**config.mk**
```make
export PLATFORM = sky130hd
export DESIGN_NAME = ps2_key_event_ctrl
export DESIGN_NICKNAME = d
export VERILOG_FILES = /design/src/rtl/ps2_pkg.sv /design/src/rtl/ps2_event_fifo.sv /design/src/rtl/ps2_key_event_ctrl.sv
export SDC_FILE = /design/constraint.sdc
export NUM_CORES = 1
export LEC_CHECK = 0
export CAP_MARGIN = 20
export CORE_MARGIN = 4
export CORE_UTILIZATION = 52
export CTS_CLUSTER_DIAMETER = 50
export DETAILED_ROUTE_END_ITERATION = 7
export PLACE_DENSITY = 0.75
export SLEW_MARGIN = 30
export SYNTH_ARGS = -nofsm -noshare
export SYNTH_HDL_FRONTEND = slang
export SYNTH_HIERARCHICAL = 1
export SYNTH_SLANG_ARGS = --single-unit
```
**constraint.sdc**
```tcl
create_clock -name CLK -period 2.9 [get_ports CLK]
set_clock_uncertainty 0.05 [all_clocks]
set_input_delay 0.435 -clock CLK [delete_from_list [all_inputs] [get_ports CLK]]
set_output_delay 0.435 -clock CLK [all_outputs]
set_load 0.005 [all_outputs]
```
**src/rtl/ps2_pkg.sv**
```systemverilog
// Shared types and byte constants for the PS/2 key-event sequencer.
// Event word is {ext, brk, code}; FSM folds prefix bytes into one event.
package ps2_pkg;

  typedef enum logic [2:0] {
    ST_IDLE,
    ST_EXT,
    ST_BRK,
    ST_EXT_BRK,
    ST_SKIP
  } state_t;

  localparam logic [7:0] PFX_EXT   = 8'hE0;
  localparam logic [7:0] PFX_BRK   = 8'hF0;
  localparam logic [7:0] PFX_PAUSE = 8'hE1;

  localparam logic [7:0] DISC_BAT  = 8'hAA;
  localparam logic [7:0] DISC_ACK  = 8'hFA;
  localparam logic [7:0] DISC_RSND = 8'hFE;
  localparam logic [7:0] DISC_ECHO = 8'hEE;
  localparam logic [7:0] DISC_ERR0 = 8'h00;
  localparam logic [7:0] DISC_ERR1 = 8'hFF;

  // Pause is E1 followed by seven trailing bytes that carry no extra information.
  localparam logic [2:0] PAUSE_TAIL = 3'd7;

  localparam int EVT_W = 10;

  typedef struct packed {
    logic       ext;
    logic       brk;
    logic [7:0] code;
  } evt_t;

  function automatic logic is_discard(input logic [7:0] b);
    return (b == DISC_BAT)  || (b == DISC_ACK)  || (b == DISC_RSND) ||
           (b == DISC_ECHO) || (b == DISC_ERR0) || (b == DISC_ERR1);
  endfunction

endpackage

```
**src/rtl/ps2_event_fifo.sv**
```systemverilog
// First-word-fall-through event FIFO; head visible the cycle after the write.
// A push into a full FIFO is accepted only when a pop happens in the same cycle.
module ps2_event_fifo #(
  parameter int DEPTH = 4,
  parameter int WIDTH = 10
) (
  input  logic                     clk_i,
  input  logic                     rst_ni,
  input  logic                     push_i,
  input  logic                     pop_i,
  input  logic [WIDTH-1:0]         din_i,
  output logic [WIDTH-1:0]         dout_o,
  output logic                     empty_o,
  output logic                     full_o,
  output logic [$clog2(DEPTH):0]   level_o
);

  localparam int AW = $clog2(DEPTH);

  logic [WIDTH-1:0] mem_q [DEPTH];
  logic [AW-1:0]    wr_q, rd_q;
  logic [AW:0]      level_q;
  logic             do_push, do_pop;

  assign empty_o = (level_q == '0);
  assign full_o  = (level_q == (AW+1)'(DEPTH));
  assign do_pop  = pop_i && !empty_o;
  assign do_push = push_i && (!full_o || do_pop);
  assign level_o = level_q;
  // Head is forced to zero when empty so stale storage never leaks onto the outputs.
  assign dout_o  = empty_o ? '0 : mem_q[rd_q];

  always_ff @(posedge clk_i) begin
    if (do_push) mem_q[wr_q] <= din_i;
  end

  always_ff @(posedge clk_i or negedge rst_ni) begin
    if (!rst_ni) begin
      wr_q    <= '0;
      rd_q    <= '0;
      level_q <= '0;
    end else begin
      if (do_push) wr_q <= wr_q + AW'(1);
      if (do_pop)  rd_q <= rd_q + AW'(1);
      case ({do_push, do_pop})
        2'b10:   level_q <= level_q + (AW+1)'(1);
        2'b01:   level_q <= level_q - (AW+1)'(1);
        default: level_q <= level_q;
      endcase
    end
  end

endmodule

```
**src/rtl/ps2_key_event_ctrl.sv**
```systemverilog
// Folds PS/2 scan-code bytes into {code, break, ext} events, queued and sent valid/ready.
// Event appears one cycle after the final byte; a full queue drops the event and sets OVERFLOW.
module ps2_key_event_ctrl
  import ps2_pkg::*;
#(
  parameter int FIFO_DEPTH  = 4,
  parameter int TIMEOUT_CYC = 1000000,
  parameter int CNT_W       = 20
) (
  input  logic                          CLK,
  input  logic                          RST,
  input  logic                          NEW_CODE,
  input  logic [7:0]                    RAW_CODE,
  output logic                          EVT_VALID,
  input  logic                          EVT_READY,
  output logic [7:0]                    EVT_CODE,
  output logic                          EVT_BREAK,
  output logic                          EVT_EXT,
  output logic                          OVERFLOW,
  output logic [$clog2(FIFO_DEPTH):0]   FIFO_LEVEL
);

  state_t           state_q;
  logic [CNT_W-1:0] tmo_cnt_q;
  logic [2:0]       skip_cnt_q;
  logic             overflow_q;

  logic             push;
  evt_t             push_evt;
  evt_t             head_evt;
  logic             fifo_empty, fifo_full;
  logic             timeout;

  always_comb begin
    push     = 1'b0;
    push_evt = '0;
    if (NEW_CODE) begin
      case (state_q)
        ST_IDLE: begin
          if (RAW_CODE == PFX_PAUSE) begin
            push     = 1'b1;
            push_evt = '{ext: 1'b0, brk: 1'b0, code: RAW_CODE};
          end else if (RAW_CODE != PFX_EXT && RAW_CODE != PFX_BRK && !is_discard(RAW_CODE)) begin
            push     = 1'b1;
            push_evt = '{ext: 1'b0, brk: 1'b0, code: RAW_CODE};
          end
        end
        ST_EXT: begin
          if (RAW_CODE != PFX_EXT && RAW_CODE != PFX_BRK) begin
            push     = 1'b1;
            push_evt = '{ext: 1'b1, brk: 1'b0, code: RAW_CODE};
          end
        end
        ST_BRK: begin
          push     = 1'b1;
          push_evt = '{ext: 1'b0, brk: 1'b1, code: RAW_CODE};
        end
        ST_EXT_BRK: begin
          push     = 1'b1;
          push_evt = '{ext: 1'b1, brk: 1'b1, code: RAW_CODE};
        end
        default: push = 1'b0;
      endcase
    end
  end

  // A byte arriving on the expiry cycle wins over the timeout.
  assign timeout = (state_q != ST_IDLE) && !NEW_CODE &&
                   (tmo_cnt_q == CNT_W'(TIMEOUT_CYC - 1));

  always_ff @(posedge CLK or negedge RST) begin
    if (!RST) begin
      state_q    <= ST_IDLE;
      tmo_cnt_q  <= '0;
      skip_cnt_q <= '0;
      overflow_q <= 1'b0;
    end else begin
      if (push && fifo_full && !EVT_READY) overflow_q <= 1'b1;

      if (NEW_CODE) begin
        tmo_cnt_q <= '0;
        case (state_q)
          ST_IDLE: begin
            if (RAW_CODE == PFX_EXT) begin
              state_q <= ST_EXT;
            end else if (RAW_CODE == PFX_BRK) begin
              state_q <= ST_BRK;
            end else if (RAW_CODE == PFX_PAUSE) begin
              state_q    <= ST_SKIP;
              skip_cnt_q <= PAUSE_TAIL;
            end
          end
          ST_EXT: begin
            if (RAW_CODE == PFX_BRK)      state_q <= ST_EXT_BRK;
            else if (RAW_CODE != PFX_EXT) state_q <= ST_IDLE;
          end
          ST_SKIP: begin
            skip_cnt_q <= skip_cnt_q - 3'd1;
            if (skip_cnt_q <= 3'd1) state_q <= ST_IDLE;
          end
          default: state_q <= ST_IDLE;
        endcase
      end else if (timeout) begin
        state_q    <= ST_IDLE;
        tmo_cnt_q  <= '0;
        skip_cnt_q <= '0;
      end else if (state_q == ST_IDLE) begin
        tmo_cnt_q <= '0;
      end else begin
        tmo_cnt_q <= tmo_cnt_q + CNT_W'(1);
      end
    end
  end

  ps2_event_fifo #(
    .DEPTH (FIFO_DEPTH),
    .WIDTH (EVT_W)
  ) u_fifo (
    .clk_i   (CLK),
    .rst_ni  (RST),
    .push_i  (push),
    .pop_i   (EVT_READY),
    .din_i   (push_evt),
    .dout_o  (head_evt),
    .empty_o (fifo_empty),
    .full_o  (fifo_full),
    .level_o (FIFO_LEVEL)
  );

  assign EVT_VALID = !fifo_empty;
  assign EVT_CODE  = head_evt.code;
  assign EVT_BREAK = head_evt.brk;
  assign EVT_EXT   = head_evt.ext;
  assign OVERFLOW  = overflow_q;

endmodule

```
==> qor.yml, run 1 <==
run_status:
  outcome: "finished clean"
place:
  postPlaceCellArea_sq_um: 4290
  dp_hpwl_mm: 4.89
  port_buffers: 26
  globalplace.congestion: 0.814
  placed_cells: 444
critical_path:
  end_kind: "flop"
  arrival_ns: 2.95
  cp_cell_sequence: "dlygate4sd2_1 -> or2_4 -> or4_4 -> and3_4 -> a21oi_4 -> inv_2 -> or2_4 -> fa_2 -> o21bai_1 -> a31oi_1 -> o21a_1"
  critPathMaxFanout: 2
  required_ns: 3.08
  reg2reg_setup_slack_ns: 0.27
  reg2reg_to: "u_fifo/level_o[1]"
  worst_path_most_repeated_cell: "or2_4"
  path_class: "primary input to flop"
  cp_slowest_cell: "fa_2"
  critPathLaunch: "RAW_CODE[2]"
  r2r_cells: 9
  slowest_delay_ns: 0.54
  crit_end: "u_fifo/level_o[1]"
  startpoint_type: "primary input"
  timing.rr.start: "state_q[1]"
routing:
  routed-via-count: 2491
  wl_per_cell_microns: 15.1
  viasPerCell: 5.39
  drtIter0Drc: 144
  antenna_left: 0
  postRouteWirelength_mm: 7.00
  drc: 0
  dr.pass1.iters: 4
clock_network:
  numClockSinks: 74
  clk_pin_slew_ns: 0.08
  clk_latency_ns: 0.33
  tritoncts: "built"
  cts_root_buf: "clkbuf_8"
  clockBufferDepth: 2
  cts-buffers-inserted: 9
  htreeDepth: 3
synthesis:
  yosysUniqueCellTypes: 59
  netlist_top_cells_area: "edfxtp_1, dfrtp_1, mux4_2"
  ys_seq_elements: 74
  avgSynthCellArea_sq_um: 12.2
  ys_warn_count: 6
  async_flop_share: 0.459
  mappedNetlistArea_sq_um: 3680
  ys_top_cells_by_count: "edfxtp_1, dfrtp_1, nor2_1"
  synth_edf_count: 40
  synth_cells: 301
  ys_seq_area_frac: 0.558
  ys.flop_type: "edfxtp_1"
  synthesis.nets: 321
  synth_top_area_cell: "edfxtp_1"
  synth_most_common_cell: "edfxtp_1"
  synth_top_area_frac: 0.327
worst_hold_path:
  worstHoldPathType: "flop to flop"
finish:
  final_cells: 462
  drive_gt1_frac: 0.205
  area_delta_synth_final_pct: 23.4
  fin_nets: 381
  insertedDiodeCount: 0
  nFillCells: 512
  fin_area_sq_um: 4540
power_and_ir_drop:
  power_density_nw_per_um2: 744
  p_leak_nw: 1.82
  vdd_drop_max_v: 0.000406
timing:
  hold_ws_ns: 0.444
  relSlewSlack: 0.675
  finalCriticalPeriod_ns: 2.77
  timing.final.hold_violations: 0
  finalSetupViolCount: 0
  worst_slew_pin_slew_ns: 0.483
  finalMaxSlewViolations: 0
  min_period_over_period: 0.955
  max_freq_mhz: 361
  totalNegativeSetupSlack_ns: 0
  grt_setup_unrepaired: "false"
die:
  ioPinCount: 27
  start_util: 0.538
  fp.dieW_microns: 92.1
  die-area_sq_um: 8480
  die_y_microns: 92.1
  core_sq_um: 6830
  rows: 30
global_routing:
  grt_pass1_vias: 2464
  grt_start_max_net_pins: 35
  overflow: 0
  grt_pass1_wl_mm: 12.0
  grt_use_total: 0.178
  antenna_found_initial: 0
run:
  cap_violations: 0
-- flip-flops by register name, indices dropped and copies added, names as in the netlist --
register and flops:
u_fifo/mem_q 40, tmo_cnt_q 20, skip_cnt_q 3, state_q 3
u_fifo/level_o 3, u_fifo/rd_q 2, u_fifo/wr_q 2, OVERFLOW 1
-- report_power, final --
part	switching, mW	internal, mW	total [mW]
logic	0.435	0.699	1.13
registers	0.122	1.29	1.41
clock network	0.359	0.474	0.834
total	0.917	2.46	3.38
-- area by class of cell --
type	count	area (sq um)	area share
tap	96	120	0.0265
timing repair buffer	61	574	0.126
clock buffer	9	124	0.0273
clock inverter	7	83.8	0.0185
multi-input combinational	200	1530	0.337
sequential	74	2050	0.452
inverter	15	56.3	0.0124
-- per-layer routing --
layer | share of wire | vias up | wire length, microns | GRT usage
met5 | 0 | - | 0 | 0
met4 | 0.013 | 0 | 88 | 0.0483
met3 | 0.039 | 7 | 274 | 0.0369
met1 | 0.43 | 1222 | 3020 | 0.228
met2 | 0.52 | 49 | 3620 | 0.306
li1 | - | 1213 | - | -
-- cell families (layout without fill, tap and decap cells) --
| logic type | after synthesis | count (layout) | synth area share |
|---|---|---|---|
| multiplexers | 12 | 12 | 0.0680 |
| AO/OA/AOI/OAI | 35 | 35 | 0.0718 |
| buffers and inverters | 27 | 92 | 0.0323 |
| XOR/XNOR | 23 | 23 | 0.0548 |
| flip-flops | 74 | 74 | 0.558 |
| adder cells (fa/ha/maj) | 8 | 8 | 0.0293 |
| AND/OR/NAND/NOR | 122 | 122 | 0.186 |
-- per-stage QoR --
step | setup slack [ns] | power, mW | util
6_report | 0.132 | 3.38 | 0.665
5_1_grt | 0.0720 | 3.58 | 0.665
4_1_cts | 0.00342 | 3.41 | 0.661
3_5_place_dp | -0.414 | 2.57 | 0.627
3_3_place_gp | -0.365 | 2.52 | 0.627
2_1_floorplan | -0.160 | 2.04 | -
-- timing repair --
| item | 4_1_cts | 5_1_grt |
|---|---|---|
| buffers inserted | 2 | 0 |
| gates resized for setup | 4 | 9 |
| pin swaps | 2 | 3 |
| endpoints found under the setup margin | 2 | 2 |
| hold buffers | 0 | 0 |
-- worst min path at each step --
stage | start | end | slack (ns) | cells after the start
4_1_cts | tmo_cnt_q[0] | tmo_cnt_q[0] | 0.45 | 1
5_1_grt | tmo_cnt_q[0] | tmo_cnt_q[0] | 0.49 | 1
2_1_floorplan | RST | OVERFLOW | 0.09 | 0
3_5_place_dp | tmo_cnt_q[0] | tmo_cnt_q[0] | 0.44 | 1
6_report | tmo_cnt_q[0] | tmo_cnt_q[0] | 0.44 | 1
3_3_place_gp | tmo_cnt_q[0] | tmo_cnt_q[0] | 0.42 | 1
-- worst max-delay path: cells and delay by family --
kind            cells  cell delay, ns
buf+inv             2            0.29
compound gates      4            0.46
simple gates        4            1.22
fa+ha+maj           1            0.54
-- placed cells by master, fill, tap and decap left out, types with 3 or more instances in the layout --
cell type and n:
edfxtp_1 40, dfrtp_1 34, buf_4 32, nor2_1 29
clkdlybuf4s50_1 19, nand3_1 18, and2_1 15, inv_1 14
xnor2_1 13, xor2_1 10, mux4_2 10, nand2_1 9
nor2b_1 9, clkbuf_8 9, ha_1 7, and3_1 6
dlymetal6s2s_1 6, nand4_1 5, a21oi_1 5, nor3_1 4
o21ai_0 4, nor4b_1 3, nand2b_1 3, or2_4 3
o211ai_1 3, clkinv_1 3, buf_12 3
Power figures use the tool's default switching activity.
==> run 2: changes to the inputs <==
--- a/config.mk
+++ b/config.mk
@@ -7,10 +7,10 @@
 export LEC_CHECK = 0
 export CAP_MARGIN = 20
 export CORE_MARGIN = 4
-export CORE_UTILIZATION = 52
+export CORE_UTILIZATION = 50
 export CTS_CLUSTER_DIAMETER = 50
 export DETAILED_ROUTE_END_ITERATION = 7
-export PLACE_DENSITY = 0.75
+export PLACE_DENSITY = 0.72
 export SLEW_MARGIN = 30
 export SYNTH_ARGS = -nofsm -noshare
 export SYNTH_HDL_FRONTEND = slang
==> run 2 against run 1 <==
Net effect:
- final area is 0.58% higher
- global-route usage shrank 0.31 points
- first-iteration DRC count down 43%
- wire length shrank 0.94%
- critical path depth unchanged
- non-clock buffer count is 3 lower
- via count down 1.8%
- worst hold slack got worse by 0.0085 ns
- sequential power is essentially flat
- combinational power rose by 4%
- power up 5.3%
==> qor.yml, run 2 (synthesized netlist as in run 1, its figures left out) <==
run_status:
  outcome: "finished clean"
critical_path:
  required_ns: 3.09
  timing.rr.start: "state_q[1]"
  arrival_ns: 3.05
  path_class: "primary input to flop"
  critPathMaxFanout: 2
  cp_cell_sequence: "clkdlybuf4s50_1 -> nand3_2 -> or4_4 -> and3_4 -> a21oi_4 -> inv_2 -> or2_4 -> fa_2 -> o21bai_1 -> a31oi_1 -> o21a_1"
  slowest_delay_ns: 0.53
  reg2reg_to: "u_fifo/mem_q[1][7]"
  reg2reg_setup_slack_ns: 0.22
  r2r_cells: 11
  cp_slowest_cell: "fa_2"
  startpoint_type: "primary input"
  end_kind: "flop"
die:
  ioPinCount: 27
  fp.dieW_microns: 93.8
  start_util: 0.510
  core_sq_um: 7210
  die-area_sq_um: 8790
  die_y_microns: 93.8
  rows: 31
timing:
  finalMaxSlewViolations: 0
  grt_setup_unrepaired: "false"
  finalSetupViolCount: 0
  fin_ws_ns: 0.0360
  totalNegativeSetupSlack_ns: 0
  min_period_over_period: 0.988
  finalCriticalPeriod_ns: 2.86
  relSlewSlack: 0.631
  max_freq_mhz: 349
  timing.final.hold_violations: 0
  worst_slew_pin_slew_ns: 0.547
clock_network:
  clockBufferDepth: 2
  holdBufCountCts: 0
  clk_latency_ns: 0.34
  htreeDepth: 3
  numClockSinks: 74
  clk_pin_slew_ns: 0.08
  cts-buffers-inserted: 9
  tritoncts: "built"
  cts_root_buf: "clkbuf_8"
global_routing:
  antenna_found_initial: 0
  grt_use_total: 0.175
  grt.met3_usage: 0.0288
  use_met1: 0.212
  overflow: 0
  grt_pass1_wl_mm: 11.9
  grt-busiest-layer: "met2"
  grt_start_max_net_pins: 35
  grtUsageMet2: 0.303
  grt_pass1_vias: 2494
routing:
  drtIter0Drc: 82
  antenna_left: 0
  drc: 0
  dr.pass1.iters: 4
  viasPerCell: 5.30
  postRouteWirelength_mm: 6.93
  routed-via-count: 2447
  wl_per_cell_microns: 15.0
finish:
  area_delta_synth_final_pct: 24.1
  fin_area_sq_um: 4570
  layout_commonest_cell: "edfxtp_1"
  largest_register: "u_fifo/mem_q"
  nFillCells: 586
  largest_register_ff_count: 40
  final_cell_mix: "edfxtp_1, dfrtp_1, nor2_1, buf_4, clkdlybuf4s50_1"
  largest_registers: "u_fifo/mem_q (40), tmo_cnt_q (20)"
  fin_nets: 378
  insertedDiodeCount: 0
  drive_gt1_frac: 0.209
worst_hold_path:
  worstHoldPathType: "primary input to asynchronous set/reset pin"
run:
  cap_violations: 0
place:
  dp_hpwl_mm: 4.91
  port_buffers: 26
  dp_slack_ns: -0.450
  globalplace.congestion: 0.786
  postPlaceCellArea_sq_um: 4260
power_and_ir_drop:
  vdd_drop_max_v: 0.000420
  p_leak_nw: 1.80
  power_density_nw_per_um2: 778
-- run 2: changes by cell type in the layout (fill, tap and decap cells not counted), moves of 2 or more --
cell / delta
buf_4: -4
clkdlybuf4s50_1: +3
clkinv_1: -3
clkinv_4: +2
dlymetal6s2s_1: -4
inv_6: +2
-- run 2: stage by stage --
stage / hold slack (ns) / util / instances / power [mW]
6_report: 0.436 / 0.633 / 462 / 3.55
5_1_grt: 0.491 / 0.633 / 462 / 3.75
2_1_floorplan: 0.0894 / - / 301 / 2.04
4_1_cts: 0.440 / 0.630 / 462 / 3.57
3_3_place_gp: 0.422 / 0.590 / 441 / 2.52
3_5_place_dp: 0.429 / 0.590 / 441 / 2.56
-- run 2: report_power, final --
group          switching [mW]  internal [mW]  leakage (nW)  total, mW
sequential              0.119           1.29         0.822       1.41
combinational           0.453          0.716         0.855       1.17
clock                   0.400          0.580         0.124      0.980
total                   0.972           2.58          1.80       3.55
-- run 2: critical path, delay by kind of cell --
family	cells	cell delay, ns
adder cells (fa/ha/maj)	1	0.53
AND/OR/NAND/NOR	4	1.05
AO/OA/AOI/OAI	4	0.47
buffers and inverters	2	0.56
-- run 2: timing repair --
action | 4_1_cts | 5_1_grt
pin swaps | 3 | 2
endpoints found under the setup margin | 2 | 42
setup buffers | 5 | 0
resized for setup | 4 | 7
-- run 2: how the worst max path moves through the flow --
stage,cells after the start,to,slack [ns],startpoint
2_1_floorplan,12,u_fifo/level_o[2],-0.16,RAW_CODE[1]
3_3_place_gp,11,u_fifo/level_o[2],-0.37,RAW_CODE[0]
3_5_place_dp,11,u_fifo/level_o[2],-0.45,RAW_CODE[0]
4_1_cts,11,u_fifo/level_o[1],0.02,RAW_CODE[6]
5_1_grt,11,u_fifo/level_o[1],0.002,RAW_CODE[3]
6_report,11,u_fifo/level_o[1],0.04,RAW_CODE[7]
-- run 2: cell type report --
cell class	instances	area (sq um)	share of cell area
Clock buffer	9	124	0.0271
Clock inverter	7	125	0.0274
Inverter	15	56.3	0.0123
Multi-Input combinational cell	200	1530	0.336
Sequential cell	74	2050	0.449
Tap cell	99	124	0.0271
Timing Repair Buffer	58	553	0.121
-- run 2: per-layer routing --
metal / routed length [microns] / vias to the layer above
met1: 3050 / 1204
met2: 3590 / 35
met4: 101 / 0
met3: 191 / 8
met5: 0 / -
li1: - / 1200
